**src/rtl/player_motion_ctrl_pkg.sv**
```systemverilog
// Shared game definitions: state codes, sprite directions, screen and sprite geometry.
// Also used by the sprite renderer and the top-level game FSM.
package player_motion_ctrl_pkg;

  localparam int unsigned SCREEN_W    = 320;
  localparam int unsigned SCREEN_H    = 240;
  localparam int unsigned SPRITE_SIZE = 10;
  localparam int unsigned COORD_W     = 9;

  typedef enum logic [3:0] {
    GS_TITLE  = 4'd0,
    GS_INTRO1 = 4'd1,
    GS_STAGE1 = 4'd2,
    GS_INTRO2 = 4'd3,
    GS_STAGE2 = 4'd4,
    GS_INTRO3 = 4'd5,
    GS_STAGE3 = 4'd6,
    GS_WIN    = 4'd7,
    GS_FAIL   = 4'd8
  } game_state_e;

  typedef enum logic [1:0] {
    DIR_DOWN  = 2'd0,
    DIR_UP    = 2'd1,
    DIR_LEFT  = 2'd2,
    DIR_RIGHT = 2'd3
  } dir_e;

  typedef enum logic [1:0] {
    MS_IDLE,
    MS_WAIT,
    MS_CHECK,
    MS_STEP
  } motion_state_e;

  function automatic logic is_stage(logic [3:0] s);
    return (s == GS_STAGE1) || (s == GS_STAGE2) || (s == GS_STAGE3);
  endfunction

  // Renderer frame index: three animation phases per facing direction.
  function automatic logic [3:0] frame_index(dir_e d, logic [1:0] phase);
    logic [3:0] f;
    f = ({2'b00, d} * 4'd3) + {2'b00, phase};
    return f;
  endfunction

endpackage

```
**src/rtl/player_motion_ctrl_if.sv**
```systemverilog
// Wall-map query handshake between the motion controller (master) and the map lookup (slave).
interface player_motion_ctrl_if;
  import player_motion_ctrl_pkg::*;

  logic               query_valid;
  logic [COORD_W-1:0] query_x;
  logic [COORD_W-1:0] query_y;
  logic               query_ack;
  logic               query_wall;

  modport master (
    output query_valid, query_x, query_y,
    input  query_ack, query_wall
  );

  modport slave (
    input  query_valid, query_x, query_y,
    output query_ack, query_wall
  );

endinterface

```
**src/rtl/player_motion_ctrl_move_tick_gen.sv**
```systemverilog
// Free-running divider: counts 0..DIV-1 and flags the last count as a one-cycle tick.
// Generic enough to pace enemy movement as well.
module move_tick_gen #(
  parameter int unsigned DIV = 1_000_000
) (
  input  logic clk,
  input  logic rst_n,
  output logic tick
);

  localparam int unsigned CW = (DIV > 1) ? $clog2(DIV) : 1;

  logic [CW-1:0] cnt_q, cnt_d;
  logic          wrap;

  always_comb begin
    wrap  = (cnt_q == CW'(DIV - 1));
    cnt_d = wrap ? '0 : cnt_q + 1'b1;
    tick  = wrap;
  end

  always_ff @(posedge clk or negedge rst_n) begin
    if (!rst_n) cnt_q <= '0;
    else        cnt_q <= cnt_d;
  end

endmodule

```
**src/rtl/player_motion_ctrl.sv**
```systemverilog
// Player sprite motion: turns held keys into wall-checked one-pixel steps per move tick
// and keeps the sprite position and animation frame for the renderer.
//
//   state    | meaning
//   ---------+--------------------------------------------------
//   MS_IDLE  | game state is not a stage
//   MS_WAIT  | in a stage, waiting for a move tick
//   MS_CHECK | wall query outstanding
//   MS_STEP  | commit candidate position, advance animation
module player_motion_ctrl
  import player_motion_ctrl_pkg::*;
#(
  parameter int unsigned TICK_DIV    = 1_000_000,
  parameter int unsigned ANIM_DIV    = 8,
  parameter int unsigned START_X     = 10,
  parameter int unsigned START_Y     = 10,
  parameter int unsigned X_MAX       = 310,
  parameter int unsigned Y_MAX       = 230,
  parameter int unsigned ACK_TIMEOUT = 15
) (
  input  logic                 clk,
  input  logic                 rst_n,
  input  logic [3:0]           state,
  input  logic                 key_up,
  input  logic                 key_down,
  input  logic                 key_left,
  input  logic                 key_right,
  player_motion_ctrl_if.master qif,
  output logic [COORD_W-1:0]   player_x,
  output logic [COORD_W-1:0]   player_y,
  output logic [3:0]           player_state
);

  localparam int unsigned SW = $clog2(ANIM_DIV + 1);
  localparam int unsigned TW = $clog2(ACK_TIMEOUT + 1);

  motion_state_e      ms_q, ms_d;
  logic [3:0]         prev_state_q, prev_state_d;
  logic [COORD_W-1:0] px_q, px_d, py_q, py_d;
  logic [COORD_W-1:0] qx_q, qx_d, qy_q, qy_d;
  logic               qv_q, qv_d;
  dir_e               dir_q, dir_d;
  logic [1:0]         phase_q, phase_d;
  logic [SW-1:0]      step_q, step_d, step_nxt;
  logic [TW-1:0]      tmo_q, tmo_d;
  logic [3:0]         ps_q, ps_d;

  logic               tick;
  logic               key_any;
  dir_e               sel_dir;
  logic [COORD_W-1:0] cand_x, cand_y;
  logic               edge_blk;
  logic               stage_chg;
  logic               in_stage;

  move_tick_gen #(.DIV(TICK_DIV)) u_tick (
    .clk   (clk),
    .rst_n (rst_n),
    .tick  (tick)
  );

  // Key priority up > down > left > right, and the candidate one pixel that way.
  always_comb begin
    key_any  = key_up | key_down | key_left | key_right;
    sel_dir  = DIR_RIGHT;
    if (key_up)        sel_dir = DIR_UP;
    else if (key_down) sel_dir = DIR_DOWN;
    else if (key_left) sel_dir = DIR_LEFT;
    cand_x   = px_q;
    cand_y   = py_q;
    edge_blk = 1'b0;
    unique case (sel_dir)
      DIR_UP: begin
        edge_blk = (py_q == '0);
        cand_y   = py_q - COORD_W'(1);
      end
      DIR_DOWN: begin
        edge_blk = (py_q >= COORD_W'(Y_MAX));
        cand_y   = py_q + COORD_W'(1);
      end
      DIR_LEFT: begin
        edge_blk = (px_q == '0);
        cand_x   = px_q - COORD_W'(1);
      end
      default: begin
        edge_blk = (px_q >= COORD_W'(X_MAX));
        cand_x   = px_q + COORD_W'(1);
      end
    endcase
  end

  always_comb begin
    ms_d         = ms_q;
    prev_state_d = state;
    px_d         = px_q;
    py_d         = py_q;
    qx_d         = qx_q;
    qy_d         = qy_q;
    qv_d         = qv_q;
    dir_d        = dir_q;
    phase_d      = phase_q;
    step_d       = step_q;
    tmo_d        = tmo_q;
    step_nxt     = step_q + 1'b1;
    stage_chg    = (state != prev_state_q);
    in_stage     = is_stage(state);

    // Any game-state change restarts the player and aborts a pending query,
    // including an ack arriving in the same cycle.
    if (stage_chg) begin
      ms_d    = in_stage ? MS_WAIT : MS_IDLE;
      px_d    = COORD_W'(START_X);
      py_d    = COORD_W'(START_Y);
      dir_d   = DIR_DOWN;
      phase_d = 2'd0;
      step_d  = '0;
      qv_d    = 1'b0;
      tmo_d   = '0;
    end else if (!in_stage) begin
      ms_d  = MS_IDLE;
      qv_d  = 1'b0;
      tmo_d = '0;
    end else begin
      unique case (ms_q)
        MS_IDLE: ms_d = MS_WAIT;
        MS_WAIT: begin
          if (tick) begin
            if (key_any) begin
              dir_d = sel_dir;
              if (!edge_blk) begin
                qx_d  = cand_x;
                qy_d  = cand_y;
                qv_d  = 1'b1;
                tmo_d = TW'(ACK_TIMEOUT);
                ms_d  = MS_CHECK;
              end
            end else begin
              // Standing still restarts the walk cycle from its first frame.
              phase_d = 2'd0;
              step_d  = '0;
            end
          end
        end
        MS_CHECK: begin
          if (qif.query_ack) begin
            qv_d  = 1'b0;
            tmo_d = '0;
            ms_d  = qif.query_wall ? MS_WAIT : MS_STEP;
          end else if (tmo_q <= TW'(1)) begin
            qv_d  = 1'b0;
            tmo_d = '0;
            ms_d  = MS_WAIT;
          end else begin
            tmo_d = tmo_q - 1'b1;
          end
        end
        MS_STEP: begin
          px_d = qx_q;
          py_d = qy_q;
          if (step_nxt == SW'(ANIM_DIV)) begin
            step_d  = '0;
            phase_d = (phase_q == 2'd2) ? 2'd0 : phase_q + 2'd1;
          end else begin
            step_d = step_nxt;
          end
          ms_d = MS_WAIT;
        end
        default: ms_d = MS_IDLE;
      endcase
    end

    ps_d = frame_index(dir_d, phase_d);
  end

  always_ff @(posedge clk or negedge rst_n) begin
    if (!rst_n) begin
      ms_q         <= MS_IDLE;
      prev_state_q <= '0;
      px_q         <= COORD_W'(START_X);
      py_q         <= COORD_W'(START_Y);
      qx_q         <= '0;
      qy_q         <= '0;
      qv_q         <= 1'b0;
      dir_q        <= DIR_DOWN;
      phase_q      <= 2'd0;
      step_q       <= '0;
      tmo_q        <= '0;
      ps_q         <= '0;
    end else begin
      ms_q         <= ms_d;
      prev_state_q <= prev_state_d;
      px_q         <= px_d;
      py_q         <= py_d;
      qx_q         <= qx_d;
      qy_q         <= qy_d;
      qv_q         <= qv_d;
      dir_q        <= dir_d;
      phase_q      <= phase_d;
      step_q       <= step_d;
      tmo_q        <= tmo_d;
      ps_q         <= ps_d;
    end
  end

  assign qif.query_valid = qv_q;
  assign qif.query_x     = qx_q;
  assign qif.query_y     = qy_q;
  assign player_x        = px_q;
  assign player_y        = py_q;
  assign player_state    = ps_q;

endmodule
```
**src/flat_wrapper.sv**
```systemverilog
// flat-port wrapper written by rule: the top's interface ports become plain ports
module player_motion_ctrl_flat import player_motion_ctrl_pkg::*;
#(
  parameter int unsigned TICK_DIV    = 1_000_000,
  parameter int unsigned ANIM_DIV    = 8,
  parameter int unsigned START_X     = 10,
  parameter int unsigned START_Y     = 10,
  parameter int unsigned X_MAX       = 310,
  parameter int unsigned Y_MAX       = 230,
  parameter int unsigned ACK_TIMEOUT = 15
)
  (clk, rst_n, state, key_up, key_down, key_left, key_right, player_x, player_y, player_state, qif_query_valid, qif_query_x, qif_query_y, qif_query_ack, qif_query_wall);
  player_motion_ctrl_if qif_i ();
  input  logic clk;
  input  logic rst_n;
  input  logic [3:0] state;
  input  logic key_up;
  input  logic key_down;
  input  logic key_left;
  input  logic key_right;
  output logic [COORD_W-1:0] player_x;
  output logic [COORD_W-1:0] player_y;
  output logic [3:0] player_state;
  output wire logic [$bits(qif_i.query_valid)-1:0] qif_query_valid;
  output wire logic [$bits(qif_i.query_x)-1:0] qif_query_x;
  output wire logic [$bits(qif_i.query_y)-1:0] qif_query_y;
  input wire logic [$bits(qif_i.query_ack)-1:0] qif_query_ack;
  input wire logic [$bits(qif_i.query_wall)-1:0] qif_query_wall;
  assign qif_query_valid = qif_i.query_valid;
  assign qif_query_x = qif_i.query_x;
  assign qif_query_y = qif_i.query_y;
  assign qif_i.query_ack = qif_query_ack;
  assign qif_i.query_wall = qif_query_wall;
  player_motion_ctrl #(.TICK_DIV(TICK_DIV), .ANIM_DIV(ANIM_DIV), .START_X(START_X), .START_Y(START_Y), .X_MAX(X_MAX), .Y_MAX(Y_MAX), .ACK_TIMEOUT(ACK_TIMEOUT)) u_core (.clk(clk), .rst_n(rst_n), .state(state), .key_up(key_up), .key_down(key_down), .key_left(key_left), .key_right(key_right), .qif(qif_i), .player_x(player_x), .player_y(player_y), .player_state(player_state));
endmodule
```
**config.mk**
```make
export PLATFORM = sky130hd
export DESIGN_NAME = player_motion_ctrl_flat
export DESIGN_NICKNAME = d
export VERILOG_FILES = /design/src/rtl/player_motion_ctrl_pkg.sv /design/src/rtl/player_motion_ctrl_if.sv /design/src/rtl/player_motion_ctrl_move_tick_gen.sv /design/src/rtl/player_motion_ctrl.sv /design/src/flat_wrapper.sv
export SDC_FILE = /design/constraint.sdc
export NUM_CORES = 1
export LEC_CHECK = 0
export CORE_MARGIN = 2
export CORE_UTILIZATION = 35
export CTS_CLUSTER_SIZE = 25
export DETAILED_ROUTE_END_ITERATION = 16
export GPL_TIMING_DRIVEN = 0
export SLEW_MARGIN = 5
export SYNTH_ARGS = -nofsm -noshare
export SYNTH_HDL_FRONTEND = slang
export SYNTH_SLANG_ARGS = --single-unit
```
**constraint.sdc**
```tcl
create_clock -name clk -period 4.65 [get_ports clk]
set_input_delay 0.93 -clock clk [delete_from_list [all_inputs] [get_ports clk]]
set_output_delay 0.93 -clock clk [all_outputs]
set_load 0.03 [all_outputs]
```
**Word level (Yosys, flattened, before mapping)**

Index checks and enable logic that the tools add are counted.

- Register bits: 79
- Bits of input ports: 12
- Output and inout port bits: 41
- Word-level logic and storage cells: 124

- Add/sub/neg operators: 9
- $mul: 1
- Order comparisons: 3
- Equal/unequal tests: 19
- Mux-type cells: 57
- Bitwise logic cells: 5
- Reductions and logical operators: 17

Operators with widths:

| cell | number |
|---|---|
| $mux 9 | 6 |
| $mux 4 | 12 |
| $mux 2 | 21 |
| $pmux 9 s2 | 2 |
| $add 20x1->20 const B | 1 |
| $eq 20x20->1 const B | 1 |
| $mux 20 | 1 |
| $add 9x1->9 const B | 2 |
| $logic_not 9->1 | 2 |
| $sub 9x1->9 const B | 2 |
| $pmux 4 s2 | 2 |
| $reduce_and 4->1 | 3 |
| $ge 9x8->1 const B | 1 |
| $ge 9x9->1 const B | 1 |
| $mux 1 | 9 |
| $eq 2x2->1 const B | 4 |
| $eq 4x3->1 const B | 2 |
| $ne 4x2->1 const B | 2 |
| $pmux 2 s3 | 1 |
| $reduce_and 6->1 | 1 |
| $ne 5x4->1 const B | 1 |
| $reduce_and 5->1 | 1 |
| $add 4x1->4 const B | 1 |
| $add 4x2->4 | 1 |
| 23 further kinds | 31 |

**Longest topological paths before layout**

- Depth in word-level cells: 11
- Gate-level depth with buffers: 14
- Gate-level depth less buffers: 12

**By module**

From an unflattened synthesis, not the netlist that was laid out.

- Cells, all modules: 464
- Area, all modules: 4649.5 µm²

Modules (own cells, without submodules):

| module | times used | cells each | area an instance (µm²) | seq. area each (µm²) |
|---|---|---|---|---|
| player_motion_ctrl | 1 | 367 | 3603.5 | 1481.4 |
| move_tick_gen | 1 | 97 | 1046.0 | 500.5 |

**Least setup slack after synthesis**

No wires, ideal clock.

- Kind: input port to flip-flop
- Start: in key_up
- End: reg u_core.ps_q[2], in the netlist u_core.player_state[2]
- Setup time: 0.114 ns
- Data arrival time: 3.646 ns
- Required time: 4.536 ns
- Setup slack: 0.890 ns
- Stages: 12
- Path buffers: 2
- Cells stage by stage: clkbuf_1 > or2_2 > clkbuf_1 > nor3_1 > a41oi_1 > a21o_1 > a32o_1 > fa_1 > ha_1 > inv_1 > fa_1 > inv_1

- Elaborated cells between the ends (all ways): 16
- Classes of those cells: add/sub: 1; mul: 1; mux: 11; bitwise: 3

RTL lines:

| item | line | source |
|---|---|---|
| start: declaration | flat_wrapper.sv:17 | `input logic key_up;` |
| $or 1x1->1 (3 in a row) | player_motion_ctrl.sv:64 | `key_any = key_up \| key_down \| key_left \| key_right;` |
| $mux 2 | player_motion_ctrl.sv:128 | `if (key_any) begin` |
| $mux 2 | player_motion_ctrl.sv:127 | `if (tick) begin` |
| $pmux 2 s2 | player_motion_ctrl.sv:124 | `unique case (ms_q)` |
| $mux 2 | player_motion_ctrl.sv:119 | `end else if (!in_stage) begin` |
| $mux 2 | player_motion_ctrl.sv:110 | `if (stage_chg) begin` |
| net u_core.phase_d[1] | player_motion_ctrl.sv:43 | `logic [1:0] phase_q, phase_d;` |
| $add 4x2->4 | player_motion_ctrl_pkg.sv:43 | `f = ({2'b00, d} * 4'd3) + {2'b00, phase};` |
| net u_core.ps_d[2] | player_motion_ctrl.sv:46 | `logic [3:0] ps_q, ps_d;` |
| end signal: assignment | player_motion_ctrl.sv:201 | `ps_q <= ps_d;` |
| end: declaration | player_motion_ctrl.sv:46 |  |

The timed path passes the listed nets, and every way through them passes these cells.
A chain may end at the register's enable or synchronous reset.

**Worst setup path after layout**

- Start: in state[1]
- End: reg u_core.ps_q[2], in the netlist u_core.player_state[2]

- Elaborated cells between the ends (all ways): 12
- Classes of those cells: add/sub: 1; mul: 1; eq/ne: 4; mux: 4; reduce/logical: 2

RTL lines:

| item | line | source |
|---|---|---|
| start: declaration | flat_wrapper.sv:16 | `input logic [3:0] state;` |
| $eq 4x2->1 or $eq 4x3->1 (tied branches) | player_motion_ctrl_pkg.sv:37 | `return (s == GS_STAGE1) \|\| (s == GS_STAGE2) \|\| (s == GS_STAGE3);` |
| $logic_or 1x1->1 (2 in a row) | player_motion_ctrl_pkg.sv:37 |  |
| $mux 2 | player_motion_ctrl.sv:119 |  |
| $mux 2 * | player_motion_ctrl.sv:110 |  |
| net u_core.phase_d[1] | player_motion_ctrl.sv:43 |  |
| $add 4x2->4 * | player_motion_ctrl_pkg.sv:43 |  |
| net u_core.ps_d[2] | player_motion_ctrl.sv:46 |  |

The timed path passes the listed nets; every way through them passes the cells marked *.

==> results.ini <==
[hold_path]
hp-class = register to register
hold_depth = 1
min_from = u_core.u_tick.cnt_q[0]
hold-path-endpoint = u_core.u_tick.cnt_q[0]

[global_routing]
grt_remaining_overflow = 0
grtUsageTotal_pct = 16.8
antenna_found_initial = 0
grt_pass1_vias = 3740
grt_max_degree = 47
grt_pass1_wl_mm = 18.6

[power]
switching_power_mw = 0.343
p_seq_share_pct = 45.8
power.density_nw_per_um2 = 271
clockPowerShare_pct = 47.4
finalPower_mw = 1.51
ir_drop_uv = 124
p_sw_share_pct = 22.7
p_leak_nw = 2.41
pwr-share-comb_pct = 6.8
power.internal_mw = 1.17

[outcome]
outcome = finished, final reports clean

[floorplanning]
core_area_sq_um = 12600
die_area_sq_um = 13900
die_w_um = 118
start_util_pct = 35.9
fp-row-count = 41
die_h_um = 118
io_pins = 53

[final_layout]
nets = 549
drive_gt1_share_pct = 11.1
final_util_pct = 44.2
seqCellArea_sq_um = 1980
multi_input_area_sq_um = 2410
n_fill_cell = 1241
syn2layout_area_growth_pct = 23.3
final_area_sq_um = 5580
diodes = 0

[route]
vias_per_cell = 5.41
routedWlPerCell_um = 16.6
vias = 3703
first_pass_iters = 5
ant_nets = 0
wl_mm = 11.4
route.detailed.drc = 0
drt_iter0_markers = 143

[timing]
min_period_ps = 4290
finalHoldViolations = 0
fin_ws_ps = 356
worstMarginPinSlew_ps = 628
post-route-period-util_pct = 92.3
fin_skew_ps = 10.7
finalMaxSlewViolations = 0
finalSetupViolCount = 0
fmax_mhz = 233
relSlewSlack_pct = 58.1
rsz0062_at_grt = false

[clock_network]
postCtsSetupBuffers = 0
root_buffer = clkbuf_16
cts_hold_buffers = 0
h-tree-depth = 3
clk_pin_slew_ps = 60
clock-sinks = 79
clkLatencyLatePin_ps = 340
clockBufferDepth = 2
cts_tree = yes
cts-buffers-inserted = 9

[setup_path]
cp_data_required_time_ps = 4930
r2r_cells = 11
endpoint_kind = register
timing.rr.start = u_core.u_tick.cnt_q[7]
r2r_slack_ps = 930
critPathKind = input port to register
worstPathArrival_ps = 4580
worst-path-max-fanout = 10
crit_path_start_kind = input port
worstReg2RegEnd = u_core.player_state[2]

[placement]
dp.final_hpwl_mm = 8.29
portBuffers = 51
pre_cts_slack_ps = -197
gp_congestion = 0.839
place_area_sq_um = 5280

[yosys]
synth_fp_nets = 486
syn_area_per_cell_sq_um = 10.1
synth-main-ff-cell = dfrtp_1
ys_seq_elements = 79
syn_inst = 446
yosysWarnings = 0
async_reset_ff_share_pct = 100
synth_top_area_share_pct = 41.5
synth_top_area_cell = dfrtp_1
synth_cell_types = 60
synth_area_sq_um = 4530
yosysSeqAreaShare_pct = 43.8
synthTopCellsByArea = dfrtp_1 41%, ha_1 6.6%, nor2_1 3.5%, xor2_1 3.1%, nand2_1 3.1%
synth_edf_count = 0

[run]
cap_violations = 0

-- stage by stage --
stage | cells | hold slack, ps | setup TNS (ps)
detailed placement | 670 | 478 | -197
CTS | 685 | 486 | 0
floorplan | 446 | 451 | 0
finish | 685 | 486 | 0
global placement | 669 | 472 | -11560
global route | 685 | 504 | 0
-- flip-flops by register name (all words and copies together) (netlist names) --
register	count
u_core.player_state	4
u_core.step_q	4
u_core.qif.query_x	9
u_core.u_tick.cnt_q	20
u_core.player_x	9
u_core.qif.query_valid	1
u_core.ms_q	2
u_core.player_y	9
u_core.prev_state_q	4
u_core.qif.query_y	9
u_core.phase_q	2
u_core.tmo_q	4
u_core.dir_q	2
-- kinds of logic after synthesis --
kind of cell / after synthesis / share of synthesized area [%]
compound gates: 114 / 20.0
fa+ha+maj: 28 / 8.40
xor+xnor: 31 / 6.00
mux: 7 / 1.71
flops: 79 / 43.8
simple gates: 155 / 17.0
buf+inv: 32 / 3.12
-- power by group through the flow --
| stage | clock, mW | combinational [mW] | sequential [mW] |
|---|---|---|---|
| floorplan | 0 | 0.0561 | 0.705 |
| global placement | 0 | 0.0966 | 0.705 |
| detailed placement | 0 | 0.102 | 0.705 |
| CTS | 0.735 | 0.102 | 0.692 |
| global route | 0.765 | 0.114 | 0.692 |
| finish | 0.718 | 0.102 | 0.693 |
-- synth_stat cells, drive strengths merged, types with 2 or more instances --
cell,instances
o21ai,20
o2bb2ai,3
dfstp,4
o21bai,3
a22o,15
ha,24
o22a,3
xnor2,15
clkbuf,10
and3,8
nand3,20
xor2,16
nand2,38
a21oi,18
nor2,42
nor2b,4
a31oi,11
a211o,3
or3,4
mux2,6
o21a,6
a41oi,3
a21o,5
nor4,6
dfrtp,75
inv,17
o211ai,7
o221ai,3
a211oi,2
nand4b,3
nand4,6
nor3,11
o31a,2
nand2b,4
o221a,2
fa,4
and2,4
buf,5
-- worst max-delay path, stage by stage --
cell and delay [ps]:
clkdlybuf4s50_1 480, xor2_1 210, nor4_2 520, buf_2 300, a21bo_2 240, a41oi_1 400, a21o_1 140, a32o_1 170
fa_1 420, ha_1 210, inv_1 70, fa_1 420, inv_1 60
-- worst max path at each step --
stage	from	end	slack [ps]	cells after the start
final	state[1]	u_core.player_state[2]	360	13
after global routing	state[1]	u_core.player_state[2]	170	13
after CTS	state[1]	u_core.player_state[2]	140	13
after detailed placement	state[1]	u_core.player_state[2]	-200	13
after global placement	rst_n	u_core.qif.query_x[6]	-160	1
after floorplan	key_up	u_core.player_state[2]	890	12
-- what timing repair did --
action / 4_1_cts / 5_1_grt
resized for setup: 0 / 1
endpoints found under the hold margin: 0 / 0
endpoints found under the setup margin: 0 / 1
-- final cells by class --
type / count / share of cell area [%]
inverters: 17 / 1.14
clock buffers: 12 / 4.60
plain buffers: 15 / 1.39
multi-input cells: 335 / 43.2
clock inverters: 3 / 0.762
well taps: 172 / 3.86
flip-flops and latches: 79 / 35.5
repair buffers: 52 / 9.59
-- routing by layer --
metal	track usage, %	vias up	wire length, um
li1	-	1760	-
met1	20.5	1844	5020
met2	28.4	81	5640
met3	4.65	18	478
met4	5.95	0	220
met5	0	-	0
-- placed cells by master (no fill, tap or decap), types with 3 or more instances in the layout --
master	synthesis	final
a22o_1	15	15
xor2_1	16	16
nor2_1	42	42
a211o_1	3	3
a21oi_2	5	5
or3_1	4	4
xnor2_1	15	15
nor3_1	11	11
a31oi_2	10	10
o22a_1	3	3
nand2_1	37	37
clkbuf_16	0	9
and2_1	4	4
clkbuf_1	10	11
a41oi_1	3	3
o21ai_0	18	18
dfstp_2	4	4
ha_1	24	24
nor4_1	5	4
o2bb2ai_1	3	3
o21bai_1	3	3
and3_1	8	8
a21oi_1	13	13
dfrtp_1	75	75
nor2b_1	4	4
clkdlybuf4s50_1	0	50
nand4_1	6	6
o211ai_1	7	7
nand2b_1	4	4
nand3_1	20	20
o21a_1	6	6
o221ai_1	3	3
mux2_2	6	6
inv_1	17	17
nand4b_1	3	3
fa_1	4	4
a21o_1	5	5
Power figures use the tool's default switching activity.
